==> src/rtl/directory_request_sequencer.sv <==
// rtl/directory_request_sequencer.sv - serialises P0/P1 coherence requests onto the MSI directory and memory
//
// Purpose: round-robin arbitrates between two L1 request ports, looks up the
// directory entry, recalls/invalidates other sharers, fetches read data from
// memory, writes the directory entry back and returns a response. One
// transaction is in flight at a time.
//
// Ports:
//   Clock, Reset                 clock, synchronous active-high reset
//   ReqValid/ReqWrite[1:0]       per-port request level and op (1 = write)
//   ReqAddr0/1, ReqData0/1       per-port address and write data
//   ReqReady[1:0]                one-hot accept pulse (IDLE only)
//   RespValid[1:0], RespData     one-hot completion pulse and its data
//   DirAddr, DirState, DirSharers       combinational directory read
//   DirUpdate, DirNewState, DirNewSharers  directory write strobe and data
//   InvValid[1:0], InvAck[1:0]   invalidate/recall handshake per cache
//   MemRead, MemAddr, MemRData, MemDone    memory read handshake
//   Busy, Error                  not idle; sticky timeout/illegal-state flag
module directory_request_sequencer #(
  parameter int ADDR_W      = 4,
  parameter int DATA_W      = 4,
  parameter int INV_TIMEOUT = 15
) (
  input  logic              Clock,
  input  logic              Reset,
  input  logic [1:0]        ReqValid,
  input  logic [1:0]        ReqWrite,
  input  logic [ADDR_W-1:0] ReqAddr0,
  input  logic [ADDR_W-1:0] ReqAddr1,
  input  logic [DATA_W-1:0] ReqData0,
  input  logic [DATA_W-1:0] ReqData1,
  output logic [1:0]        ReqReady,
  output logic [1:0]        RespValid,
  output logic [DATA_W-1:0] RespData,
  output logic [ADDR_W-1:0] DirAddr,
  input  logic [2:0]        DirState,
  input  logic [1:0]        DirSharers,
  output logic              DirUpdate,
  output logic [2:0]        DirNewState,
  output logic [1:0]        DirNewSharers,
  output logic [1:0]        InvValid,
  input  logic [1:0]        InvAck,
  output logic              MemRead,
  output logic [ADDR_W-1:0] MemAddr,
  input  logic [DATA_W-1:0] MemRData,
  input  logic              MemDone,
  output logic              Busy,
  output logic              Error
);

  localparam int CNT_W = $clog2(INV_TIMEOUT + 2);
  localparam logic [2:0] ST_S = 3'b010;
  localparam logic [2:0] ST_M = 3'b011;

  typedef enum logic [2:0] {IDLE, LOOKUP, INVAL, MEMRD, UPDATE, RESP} state_t;

  state_t              state_q, state_d;
  logic                last_q, last_d;      // 1 = P1 was granted last
  logic                gid_q, gid_d;        // granted requester
  logic                wr_q, wr_d;
  logic [ADDR_W-1:0]   addr_q, addr_d;
  logic [DATA_W-1:0]   wdata_q, wdata_d;
  logic [DATA_W-1:0]   mdata_q, mdata_d;
  logic [1:0]          pend_q, pend_d;      // invalidations still awaiting ack
  logic [1:0]          recall_q, recall_d;  // every cache invalidated this transaction
  logic [CNT_W-1:0]    cnt_q, cnt_d;
  logic                err_q, err_d;

  logic                gnt;
  logic                need_inv;
  logic [1:0]          gbit;
  logic [1:0]          others;

  assign gbit   = gid_q ? 2'b10 : 2'b01;
  assign others = DirSharers & ~gbit;
  assign Busy   = (state_q != IDLE);
  assign Error  = err_q;

  always_comb begin
    state_d       = state_q;
    last_d        = last_q;
    gid_d         = gid_q;
    wr_d          = wr_q;
    addr_d        = addr_q;
    wdata_d       = wdata_q;
    mdata_d       = mdata_q;
    pend_d        = pend_q;
    recall_d      = recall_q;
    cnt_d         = cnt_q;
    err_d         = err_q;
    gnt           = 1'b0;
    need_inv      = 1'b0;
    ReqReady      = 2'b00;
    RespValid     = 2'b00;
    RespData      = '0;
    DirAddr       = '0;
    DirUpdate     = 1'b0;
    DirNewState   = 3'b000;
    DirNewSharers = 2'b00;
    InvValid      = 2'b00;
    MemRead       = 1'b0;
    MemAddr       = '0;

    case (state_q)
      IDLE: begin
        // Grant is withheld while Reset is high so nothing is accepted on the reset edge.
        if (ReqValid != 2'b00 && !Reset) begin
          gnt      = (ReqValid == 2'b11) ? ~last_q : ReqValid[1];
          ReqReady = gnt ? 2'b10 : 2'b01;
          last_d   = gnt;
          gid_d    = gnt;
          wr_d     = ReqWrite[gnt];
          addr_d   = gnt ? ReqAddr1 : ReqAddr0;
          wdata_d  = gnt ? ReqData1 : ReqData0;
          mdata_d  = '0;
          recall_d = 2'b00;
          pend_d   = 2'b00;
          cnt_d    = '0;
          state_d  = LOOKUP;
        end
      end

      LOOKUP: begin
        DirAddr = addr_q;
        // Encodings 1xx are illegal: flag them and fall through as Invalid.
        if (DirState[2]) err_d = 1'b1;
        if (wr_q) need_inv = (others != 2'b00);
        else      need_inv = (DirState == ST_M) && (others != 2'b00);
        if (need_inv) begin
          pend_d   = others;
          recall_d = others;
          cnt_d    = '0;
          state_d  = INVAL;
        end else begin
          state_d  = wr_q ? UPDATE : MEMRD;
        end
      end

      INVAL: begin
        InvValid = pend_q;
        pend_d   = pend_q & ~InvAck;
        if (pend_d == 2'b00) begin
          state_d = wr_q ? UPDATE : MEMRD;
        end else if (cnt_q == CNT_W'(INV_TIMEOUT)) begin
          // Give up on the missing acks; the directory is still rewritten.
          err_d   = 1'b1;
          pend_d  = 2'b00;
          state_d = UPDATE;
        end else begin
          cnt_d   = cnt_q + 1'b1;
        end
      end

      MEMRD: begin
        MemRead = 1'b1;
        MemAddr = addr_q;
        if (MemDone) begin
          mdata_d = MemRData;
          state_d = UPDATE;
        end
      end

      UPDATE: begin
        DirUpdate = 1'b1;
        DirAddr   = addr_q;
        if (wr_q) begin
          DirNewState   = ST_M;
          DirNewSharers = gbit;
        end else begin
          DirNewState   = ST_S;
          DirNewSharers = (DirSharers & ~recall_q) | gbit;
        end
        state_d = RESP;
      end

      RESP: begin
        RespValid = gbit;
        RespData  = wr_q ? wdata_q : mdata_q;
        state_d   = IDLE;
      end

      default: state_d = IDLE;
    endcase
  end

  always_ff @(posedge Clock) begin
    if (Reset) begin
      state_q  <= IDLE;
      last_q   <= 1'b1;
      gid_q    <= 1'b0;
      wr_q     <= 1'b0;
      addr_q   <= '0;
      wdata_q  <= '0;
      mdata_q  <= '0;
      pend_q   <= 2'b00;
      recall_q <= 2'b00;
      cnt_q    <= '0;
      err_q    <= 1'b0;
    end else begin
      state_q  <= state_d;
      last_q   <= last_d;
      gid_q    <= gid_d;
      wr_q     <= wr_d;
      addr_q   <= addr_d;
      wdata_q  <= wdata_d;
      mdata_q  <= mdata_d;
      pend_q   <= pend_d;
      recall_q <= recall_d;
      cnt_q    <= cnt_d;
      err_q    <= err_d;
    end
  end

endmodule

==> config.mk <==
export PLATFORM = sky130hd
export DESIGN_NAME = directory_request_sequencer
export DESIGN_NICKNAME = d
export VERILOG_FILES = /design/src/rtl/directory_request_sequencer.sv
export SDC_FILE = /design/constraint.sdc
export NUM_CORES = 1
export LEC_CHECK = 0
export CELL_PAD_IN_SITES_DETAIL_PLACEMENT = 0
export CELL_PAD_IN_SITES_GLOBAL_PLACEMENT = 1
export CORE_UTILIZATION = 34
export CTS_CLUSTER_DIAMETER = 40
export DETAILED_ROUTE_END_ITERATION = 16
export GPL_TIMING_DRIVEN = 0
export PLACE_DENSITY = 0.81
export SLEW_MARGIN = 20
export SYNTH_ARGS = -nofsm -noshare
export SYNTH_HDL_FRONTEND = slang
export SYNTH_SLANG_ARGS = --single-unit
==> constraint.sdc <==
create_clock -name Clock -period 5.47 [get_ports Clock]
set_input_delay 1.094 -clock Clock [delete_from_list [all_inputs] [get_ports Clock]]
set_output_delay 1.094 -clock Clock [all_outputs]
set_load 0.02 [all_outputs]
Yosys cells after proc, flatten, opt, wreduce, memory -nomap -nowiden. Cells that the tools add are included.

Reduce and logical (&&, ||, !) cells: 20. Bitwise logic cells: 8. Muxes and demuxes: 48. Equal/unequal tests: 16. $lt $le $gt $ge: 1. Add/subtract/negate cells: 1.

Operators with widths (count): 2-to-1 mux 4 bit (8); 2-to-1 mux 2 bit (13); 2-to-1 mux 5 bit (4); 2-to-1 mux 3 bit (6); case mux 3 bit (5 select lines) (1); case mux 5 bit (3 select lines) (1); inequality test 2 bit (second input constant) (7); AND reduction 3 bit (4); 2-to-1 mux 1 bit (11); nonzero test 2 bit (5); equality test 3 x 2 -> 1 bit (second input constant) (3); case mux 4 bit (2 select lines) (1); bitwise AND 2 bit (3); equality test 3 bit (second input constant) (2); inverter 2 bit (3); case mux 2 bit (3 select lines) (1); nonzero test 3 bit (2); adder 5 x 1 -> 5 bit (second input constant) (1); equality test 5 x 4 -> 1 bit (second input constant) (1); AND reduction 5 bit (1); case mux 2 bit (2 select lines) (1); AND reduction 4 bit (1); equality test 3 x 1 -> 1 bit (second input constant) (1); logical NOT 3 bit (1); 11 further kinds (12).

Register bits after elaboration: 28. Word-level logic and storage cells: 105.

Longest topological paths before layout. Gate-level depths: netlist of the first run.

Depth after elaboration: 9. Gate-level depth with buffers: 8. Depth with buffers taken out: 8.

Worst setup path after synthesis of the first run. Ideal clock, no wire load.

Path kind: input -> output. Start: input ReqValid[1]. End: output ReqReady[0]. Stages: 3. Slack: 2.432 ns. Path buffers: 1. Arrival time: 1.944 ns. Path through: a21boi_0 > buf_1 > nor2_1.

Word-level cells in the longest chain between the ends: 5.

RTL lines: start: declaration (RTL line 26) `input logic [1:0] ReqValid,`; equality test 2 bit (RTL line 108) `gnt = (ReqValid == 2'b11) ? ~last_q : ReqValid[1];`; 2-to-1 mux 1 bit (RTL line 108); 2-to-1 mux 2 bit (RTL line 109) `ReqReady = gnt ? 2'b10 : 2'b01;`; 2-to-1 mux 2 bit (*) (RTL line 107) `if (ReqValid != 2'b00 && !Reset) begin`; 2-to-1 mux 2 bit (*) (RTL line 104) `case (state_q)`; end: declaration (RTL line 32) `output logic [1:0] ReqReady,`.

Every way passes the cells marked *; elsewhere a longest branch is shown, timed or not.

Final worst setup path of the first run. Ends and elaborated chain as after synthesis.

==> impl_metrics.json, run 1 <==
{
  "cts-root-buf": "clkbuf_8",
  "worst-path-buf-inv": 3,
  "drc": 2,
  "period_share_pct": 75.39,
  "violations": "design-rule violations",
  "dr_total_vias": 1608,
  "ys_seq_area_share_pct": 34.25,
  "criticalPathCategory": "in2out",
  "holdWs_ns": 0.4740,
  "synth-edff-count": 0,
  "grtUsageTotal_pct": 18.76,
  "wl_per_cell_um": 14.94,
  "cts_hold_buf": 0,
  "overflow": 0,
  "ir_drop_v": 0.0001355,
  "nFillCells": 426,
  "crit_slowest_cell": "buf_1",
  "setup_viol": 0,
  "routed_wl_um": 4646,
  "syn_avg_cell_area_um2": 8.350,
  "rsz0062_at_grt": "false",
  "tightestPinTransition_ns": 0.7733,
  "cap_violations": 0,
  "die_w_um": 71.38,
  "antenna_found_initial": 0,
  "regArea_um2": 560.5,
  "ios": 61,
  "placed_area_mm2": 0.002292,
  "postCtsSetupBuffers": 0,
  "grt_pass1_vias": 1573,
  "worst-path-max-fanout": 10,
  "grt_pass1_wl_um": 7479,
  "yosysUniqueCellTypes": 50,
  "ys.flop_type": "dfxtp_1",
  "slew_headroom_pct": 48.33,
  "cts_tree": "yes",
  "cp.arrival_ns": 3.03,
  "clockBufferDepth": 2,
  "rows": 24,
  "numClockSinks": 28,
  "power_w": 0.0007350,
  "cts_resized": 0,
  "start_util_pct": 36.33,
  "cp_common_cell": "clkdlybuf4s50_1",
  "critPathLaunchType": "input port",
  "power_density_mw_per_mm2": 313.1,
  "fin_skew_ns": 0.005274,
  "hpwlAfterDp_um": 3579,
  "multi_input_area_um2": 978.4,
  "place_congestion": 0.8132,
  "synthArstFlopShare_pct": 0,
  "cts.clk_slew.worst_paths_ns": 0.09,
  "antenna_cells": 0,
  "synth_area_mm2": 0.001637,
  "setup.worst_path.end_class": "output pin",
  "hold_class": "reg2reg",
  "first_iter_violations": 174,
  "portBuffers": 59,
  "final_cell_mix": "59 x clkdlybuf4s50_1, 36 x nor2_1, 28 x dfxtp_1",
  "crit_family": "buffers and inverters",
  "fin_crit_ns": 4.124,
  "cp_slowest_stage_delay_ns": 0.56,
  "final_common_cell": "clkdlybuf4s50_1",
  "drive_gt1_share_pct": 8.108,
  "fp.dieH_um": 71.38,
  "required_ns": 4.38,
  "synth-seq-cells": 28,
  "netlist_instances": 196,
  "slew_violations": 0,
  "fin_tns_setup_ns": 0,
  "hold_violations": 0,
  "core_area_mm2": 0.004504,
  "synth_nets": 232,
  "power.leakage_nw": 0.8576,
  "area_growth_pct": 43.42,
  "grt_max_degree": 16,
  "via_per_inst": 5.170,
  "cts_buffers": 3,
  "worstPathCellList": "clkdlybuf4s50_1 > a21boi_0 > buf_1 > nor2_1 > clkdlybuf4s50_1",
  "ff2ff_setup_slack_ns": 3.43,
  "dr.pass1.iters": 10,
  "design.die.area_mm2": 0.005095,
  "finalNetCount": 296,
  "yosysWarnings": 0,
  "htreeDepth": 1,
  "status": "finished, violations left",
  "antenna_left": 0,
  "fmaxAchievable_ghz": 0.2425,
  "fin_area_mm2": 0.002347,
  "clock_latency_ns": 0.28
}
==> logic make-up (layout without fill, tap and decap cells) <==
logic type / count (synthesis) / count (layout) / share of synthesized area, %
compound gates: 44 / 44 / 20.64
xor+xnor: 1 / 1 / 0.5353
fa+ha+maj: 2 / 2 / 1.529
buf+inv: 21 / 84 / 5.962
flops: 28 / 28 / 34.25
mux: 18 / 18 / 11.31
other cells: 1 / 1 / 0.2291
simple gates: 81 / 81 / 25.54
==> synthesized netlist by cell type, drive strengths merged (5+ instances only) <==
| library cell | count | area, um2 |
|---|---|---|
| buf | 7 | 45.03 |
| nand2b | 5 | 31.28 |
| a21oi | 6 | 33.78 |
| dfxtp | 28 | 560.5 |
| and2 | 6 | 37.54 |
| inv | 6 | 22.52 |
| nor2 | 36 | 135.1 |
| clkbuf | 8 | 30.03 |
| a211oi | 12 | 102.6 |
| or3 | 5 | 32.53 |
| mux2i | 17 | 173.9 |
| nor2b | 8 | 50.05 |
==> report_power, final <==
part | total (W) | internal (W) | leakage, nW | switching, W
clock network | 0.000130 | 0.0000645 | 0.0288 | 0.0000652
registers | 0.000259 | 0.000236 | 0.229 | 0.0000228
logic | 0.000346 | 0.000154 | 0.600 | 0.000192
total | 0.000735 | 0.000455 | 0.858 | 0.000280
==> worst paths after layout <==
check / from / to / cells past startpoint
max: ReqValid[1] / ReqReady[0] / 5
min: last_q / last_q / 1
max reg2reg: state_q[1] / addr_q[2] / 7
min reg2reg: last_q / last_q / 1
==> metal layers <==
metal,up-vias,GRT usage (%),part of all wire [%]
met5,-,0,0
met2,48,31.11,46
met4,0,3.778,0.69
met1,739,25.46,49
met3,4,3.657,4.9
li1,817,-,-
==> flip-flops by register name, indices dropped and copies added, names as in the netlist <==
signal    flops
mdata_q       4
Error         1
addr_q        4
pend_q        2
recall_q      2
gid_q         1
wr_q          1
state_q       3
wdata_q       4
cnt_q         5
last_q        1
==> worst register-to-register path, delay by kind of cell (launching register included) <==
family	cells	cell delay, ns
AND/OR/NAND/NOR	3	0.64
flip-flops	1	0.38
AO/OA/AOI/OAI	1	0.22
buffers and inverters	3	0.71
==> final cells by class <==
type,instances,area share (%)
Multi-Input combinational cell,147,41.68
Buffer,15,3.198
Inverter,6,0.9595
Sequential cell,28,23.88
Tap cell,52,2.772
Timing Repair Buffer,59,25.16
Clock buffer,4,2.345
==> metrics by stage <==
stage | cells | setup slack (ns) | utilization [%]
finish | 311 | 1.346 | 52.11
global route | 311 | 1.278 | 52.11
CTS | 311 | 1.334 | 52.11
detailed placement | 307 | 1.344 | 50.89
global placement | 307 | 1.338 | 50.89
floorplan | 196 | 2.432 | -
No activity file was read; power rests on OpenSTA's default activity.
==> run 2, diff against run 1 <==
- CORE_UTILIZATION: 34 -> 32
- PLACE_DENSITY: 0.81 -> 0.77
- clock period: 5.47 -> 3.8 ns (I/O delays scaled with it)
==> run 2 against run 1 <==
The run now ends clean. Sequential power is 44% higher. Flip-flop and latch count stayed put. Core utilization is 3.0 points lower. Global-route usage is 1.1 points lower. Setup slack worse by 1.1 ns. Highest routed layer unchanged. Non-clock buffer count stayed put. Die area is 6.1% higher. Clock skew is 0.0018 ns lower. Hold slack hardly changed.
==> impl_metrics.json, run 2 (synthesis gave the netlist of run 1 again) <==
{
  "final_cell_mix": "59 x clkdlybuf4s50_1, 36 x nor2_1, 28 x dfxtp_1",
  "stdcell_count": 326,
  "cts-root-buf": "clkbuf_8",
  "place_congestion": 0.7930,
  "critPathLaunchType": "input port",
  "worst-path-max-fanout": 10,
  "area_growth_pct": 44.57,
  "numClockSinks": 28,
  "nFillCells": 484,
  "antenna_found_initial": 0,
  "hold_class": "reg2reg",
  "required_ns": 3.04,
  "core_area_mm2": 0.004817,
  "overflow": 0,
  "dpl.cell_count": 322,
  "cts_tree": "yes",
  "p_switching_w": 0.0004009,
  "setup.worst_path.end_class": "output pin",
  "power_w": 0.001057,
  "grt_pass1_vias": 1507,
  "fin_tns_setup_ns": 0,
  "design.die.area_mm2": 0.005404,
  "switching_share_pct": 37.94,
  "slew_violations": 0,
  "fin_area_mm2": 0.002366,
  "seqPwrFrac_pct": 35.3,
  "criticalPathCategory": "in2out",
  "start_util_pct": 33.97,
  "ios": 61,
  "first_iter_violations": 56,
  "grt_max_degree": 16,
  "wl_per_cell_um": 13.85,
  "hpwlAfterDp_um": 3494,
  "drc": 0,
  "p_clk_share_pct": 18.2,
  "routed_wl_um": 4514,
  "antenna_cells": 0,
  "hold_violations": 0,
  "cts.clk_slew.worst_paths_ns": 0.10,
  "power.leakage_nw": 0.8576,
  "p_int_w": 0.0006558,
  "antenna_left": 0,
  "largest_register_ffs": 5,
  "status": "complete, no violations",
  "period_share_pct": 92.50,
  "finalNetCount": 296,
  "ff2ff_setup_slack_ns": 1.74,
  "clock_latency_ns": 0.28,
  "postCtsSetupBuffers": 0,
  "htreeDepth": 1,
  "power_density_mw_per_mm2": 446.6,
  "slew_headroom_pct": 52.71,
  "final_common_cell": "clkdlybuf4s50_1",
  "cts_hold_buf": 0,
  "power_frac_comb_pct": 46.6,
  "rows": 25,
  "tightestPinTransition_ns": 0.7079,
  "rsz0062_at_grt": "false",
  "cts_resized": 0,
  "setup_viol": 0,
  "fmaxAchievable_ghz": 0.2845,
  "fin_crit_ns": 3.515,
  "dr.pass1.iters": 4,
  "ir_drop_v": 0.0002262,
  "grt_pass1_wl_um": 7224,
  "clockBufferDepth": 2,
  "cap_violations": 0,
  "fin_skew_ns": 0.003479,
  "drive_gt1_share_pct": 8.108,
  "cp.arrival_ns": 2.76,
  "grtUsageTotal_pct": 17.65,
  "die_w_um": 73.52,
  "via_per_inst": 4.942,
  "dr_total_vias": 1611,
  "portBuffers": 59,
  "placed_area_mm2": 0.002311,
  "cts_buffers": 3,
  "fp.dieH_um": 73.52,
  "largest-register": "cnt_q"
}
-- run 2: cell counts in the layout (fill, tap and decap cells not counted) --
No cell type changed its count.
-- run 2: critical path, cell delays in order --
cell             delay (ns)
clkdlybuf4s50_1        0.50
a21boi_0               0.23
buf_1                  0.55
nor2_1                 0.15
clkdlybuf4s50_1        0.57
-- run 2: area by class of cell --
| class | instances | area, um2 | share of cell area (%) |
|---|---|---|---|
| multi-input cells | 147 | 978.4 | 41.35 |
| repair buffers | 59 | 590.6 | 24.96 |
| flip-flops and latches | 28 | 560.5 | 23.69 |
| well taps | 67 | 83.83 | 3.543 |
| plain buffers | 15 | 75.07 | 3.173 |
| clock buffers | 4 | 55.05 | 2.327 |
| inverters | 6 | 22.52 | 0.9519 |
-- run 2: power groups by stage --
stage | logic, W | clock network, W | registers (W)
finish | 0.000492 | 0.000192 | 0.000373
global route | 0.000542 | 0.000206 | 0.000379
CTS | 0.000493 | 0.000199 | 0.000373
detailed placement | 0.000492 | 0 | 0.000380
floorplan | 0.000334 | 0 | 0.000372
global placement | 0.000492 | 0 | 0.000379
-- run 2: per-layer routing --
layer	share of wire (%)	GRT usage (%)	vias up
li1	-	-	816
met1	45	21.83	740
met2	48	30.07	49
met3	5.6	4.390	6
met4	1.5	5.342	0
met5	0	0	-
-- run 2: metrics by stage --
step / hold WS [ns] / util [%] / setup slack [ns]
after CTS: 0.4776 / 49.12 / 0.2858
final: 0.4735 / 49.12 / 0.2850
after global routing: 0.4962 / 49.12 / 0.1970
after detailed placement: 0.4540 / 47.97 / 0.2996
after global placement: 0.4465 / 47.97 / 0.2840
after floorplan: 0.4310 / - / 1.430
-- run 2: worst paths after layout --
path,startpoint,endpoint,cells past startpoint
hold reg to reg,last_q,last_q,1
setup reg to reg,cnt_q[0],state_q[0],8
setup / recovery,ReqValid[1],ReqReady[0],5
hold / removal,last_q,last_q,1
==> run 3, diff against run 2 <==
- ABC_AREA: not set -> 1
- CORE_UTILIZATION: 32 -> 30
- GPL_ROUTABILITY_DRIVEN: not set -> 0
- PLACE_DENSITY: 0.77 -> 0.75
- RECOVER_POWER: not set -> 100
==> run 3 against run 2 <==
Hold slack worse by 0.020 ns. Setup slack better by 0.033 ns. Final area is 1.1% lower. Maximum frequency is 0.94% higher. Via count is 11% higher. Critical path depth is 1 higher. Clock-buffer cell count stayed put. Critical path type unchanged. Largest power group unchanged.
==> impl_metrics.json, run 3 <==
{
  "start_util_pct": 31.82,
  "first_iter_violations": 75,
  "required_ns": 3.04,
  "ff2ff_setup_slack_ns": 1.68,
  "nFillCells": 566,
  "hold_class": "reg2reg",
  "slew_violations": 0,
  "overflow": 0,
  "area_growth_pct": 40.39,
  "fin_ws_ns": 0.3179,
  "reg2reg_to": "cnt_q[0]",
  "fmaxAchievable_ghz": 0.2872,
  "fin_skew_ns": 0.006037,
  "synth_nets": 287,
  "cp.arrival_ns": 2.72,
  "synth_top_family_by_area": "simple AND/OR/NAND/NOR gates",
  "cts.clk_slew.worst_paths_ns": 0.10,
  "netlist_instances": 251,
  "grt_max_degree": 16,
  "cts_tree": "yes",
  "ys_seq_area_share_pct": 33.63,
  "via_per_inst": 4.646,
  "drive_gt1_share_pct": 6.688,
  "cts_buffers": 3,
  "drc": 0,
  "placed_area_mm2": 0.002345,
  "cap_violations": 0,
  "clock_latency_ns": 0.28,
  "design.die.area_mm2": 0.005858,
  "hold_violations": 0,
  "grt_pass1_wl_um": 7624,
  "synth_top_area_cell": "dfxtp_1",
  "rows": 26,
  "criticalPathCategory": "in2out",
  "routed_wl_um": 4565,
  "core_area_mm2": 0.005238,
  "die_w_um": 76.54,
  "htreeDepth": 1,
  "cts_resized": 0,
  "critPathLaunchType": "input port",
  "largest_register_ffs": 5,
  "numClockSinks": 28,
  "hold_start": "Error",
  "cts_hold_buf": 0,
  "worst-path-buf-inv": 3,
  "final_cell_mix": "70 x nand2_1, 42 x nor2_1, 34 x clkdlybuf4s50_1",
  "tightestPinTransition_ns": 0.6810,
  "synth-seq-cells": 28,
  "fin_tns_setup_ns": 0,
  "status": "complete, no violations",
  "yosys.area_share.simple_pct": 41.97,
  "timing.rr.start": "state_q[1]",
  "synth-edff-count": 0,
  "yosysWarnings": 0,
  "power.leakage_nw": 0.9613,
  "hpwlAfterDp_um": 3636,
  "ios": 61,
  "dr.pass1.iters": 4,
  "antenna_left": 0,
  "fin_area_mm2": 0.002340,
  "wl_per_cell_um": 11.89,
  "yosysUniqueCellTypes": 27,
  "synthArstFlopShare_pct": 0,
  "postCtsSetupBuffers": 0,
  "fp.dieH_um": 76.54,
  "dp_worst_setup_slack_ns": 0.2688,
  "portBuffers": 59,
  "antenna_found_initial": 0,
  "syn_avg_cell_area_um2": 6.640,
  "crit_slowest_cell": "dlygate4sd3_1",
  "synth-adder-area-share_pct": 1.502,
  "crit_family": "buffers and inverters",
  "muxShareOfSynthArea_pct": 0,
  "cp_common_cell": "nor2_1",
  "grtUsageTotal_pct": 16.14,
  "slew_headroom_pct": 54.43,
  "ir_drop_v": 0.0001829,
  "synth-compound-area-share_pct": 13.96,
  "cp_slowest_stage_delay_ns": 0.68,
  "synthTopCellsByArea": "dfxtp_1 34%, nand2_1 16%, nor2_1 8.3%",
  "synthXorXnorAreaFrac_pct": 0,
  "synth_top_area_share_pct": 33.63,
  "whs_path_depth": 2,
  "largest-register": "cnt_q",
  "power_density_mw_per_mm2": 516.7,
  "cts-root-buf": "clkbuf_8",
  "period_share_pct": 91.64,
  "min_to": "Error",
  "antenna_cells": 0,
  "setup.worst_path.end_class": "output pin",
  "setup_viol": 0,
  "ys.flop_type": "dfxtp_1",
  "fin_crit_ns": 3.482,
  "grt_pass1_vias": 1667,
  "reg2reg_depth": 7,
  "dr_total_vias": 1784,
  "final_common_cell": "nand2_1",
  "rsz0062_at_grt": "false",
  "clockBufferDepth": 2,
  "worst-path-max-fanout": 10,
  "synthTopCellsByCount": "70 x nand2_1, 37 x nor2_1, 28 x dfxtp_1, 24 x inv_1, 23 x a21oi_1",
  "yosysMostFrequentCell": "nand2_1",
  "finalNetCount": 351,
  "synth_area_mm2": 0.001667,
  "worstPathCellList": "clkdlybuf4s50_1 > nor2_1 > nand3_1 > nor2_1 > buf_4 > dlygate4sd3_1"
}
## run 3: changes by cell type after synthesis, moves of 7 or more
cell	previous run	this run
nand2_1	3	70
a21oi_1	5	23
inv_1	6	24
mux2i_1	16	0
nand4_1	0	10
a211oi_1	11	2
nor2b_1	8	0
a31oi_1	2	9
## run 3: logic make-up (layout without fill, tap and decap cells)
logic type                 Yosys count  in the layout
other                                1              1
DFF                                 28             28
adders and majority gates            2              2
and+or+nand+nor                    144            144
buffers and inverters               34             97
AOI/OAI and AO/OA                   42             42
## run 3: metrics by stage
| step | hold slack [ns] | power (W) | util, % | cells |
|---|---|---|---|---|
| finish | 0.4539 | 0.001209 | 44.67 | 384 |
| global route | 0.4918 | 0.001319 | 44.67 | 384 |
| CTS | 0.4608 | 0.001292 | 45.82 | 384 |
| detailed placement | 0.4398 | 0.001102 | 44.77 | 380 |
| global placement | 0.4420 | 0.001103 | 44.77 | 380 |
| floorplan | 0.4244 | 0.0009015 | - | 251 |
## run 3: cell type report
cell class                      instances  area, um2  area share (%)
Clock buffer                            4      55.05           2.353
Multi-Input combinational cell        189      902.1           38.56
Timing Repair Buffer                   59      590.6           25.24
Inverter                               26      97.59           4.171
Sequential cell                        28      560.5           23.96
Tap cell                               70      87.58           3.743
Buffer                                  8      46.29           1.979
## run 3: worst register-to-register path: stages (launching register included)
cell     delay (ns)
dfxtp_1        0.52
nor2_1         0.18
nand2_4        0.11
nor2_1         0.06
nor2_1         0.53
nand3_1        0.36
a21oi_1        0.22
nor2_1         0.05
## run 3: how the worst max path moves through the flow
stage,slack [ns],from,end,cells past startpoint
floorplan,1.57,ReqValid[1],ReqReady[0],5
global placement,0.27,Reset,ReqReady[0],6
detailed placement,0.27,Reset,ReqReady[0],6
CTS,0.26,Reset,ReqReady[0],6
global route,0.19,Reset,ReqReady[0],6
finish,0.32,Reset,ReqReady[0],6
## run 3: metal layers
metal | track usage (%) | vias to the layer above | part of all wire, %
li1 | - | 942 | -
met1 | 20.75 | 795 | 48
met2 | 27.21 | 45 | 46
met3 | 3.832 | 2 | 5.5
met4 | 3.462 | 0 | 0.37
met5 | 0 | - | 0
## run 3: power breakdown
group          switching, W  total (W)  internal [W]
clock network     0.0000968   0.000190     0.0000929
registers         0.0000505   0.000408      0.000357
logic              0.000396   0.000611      0.000216
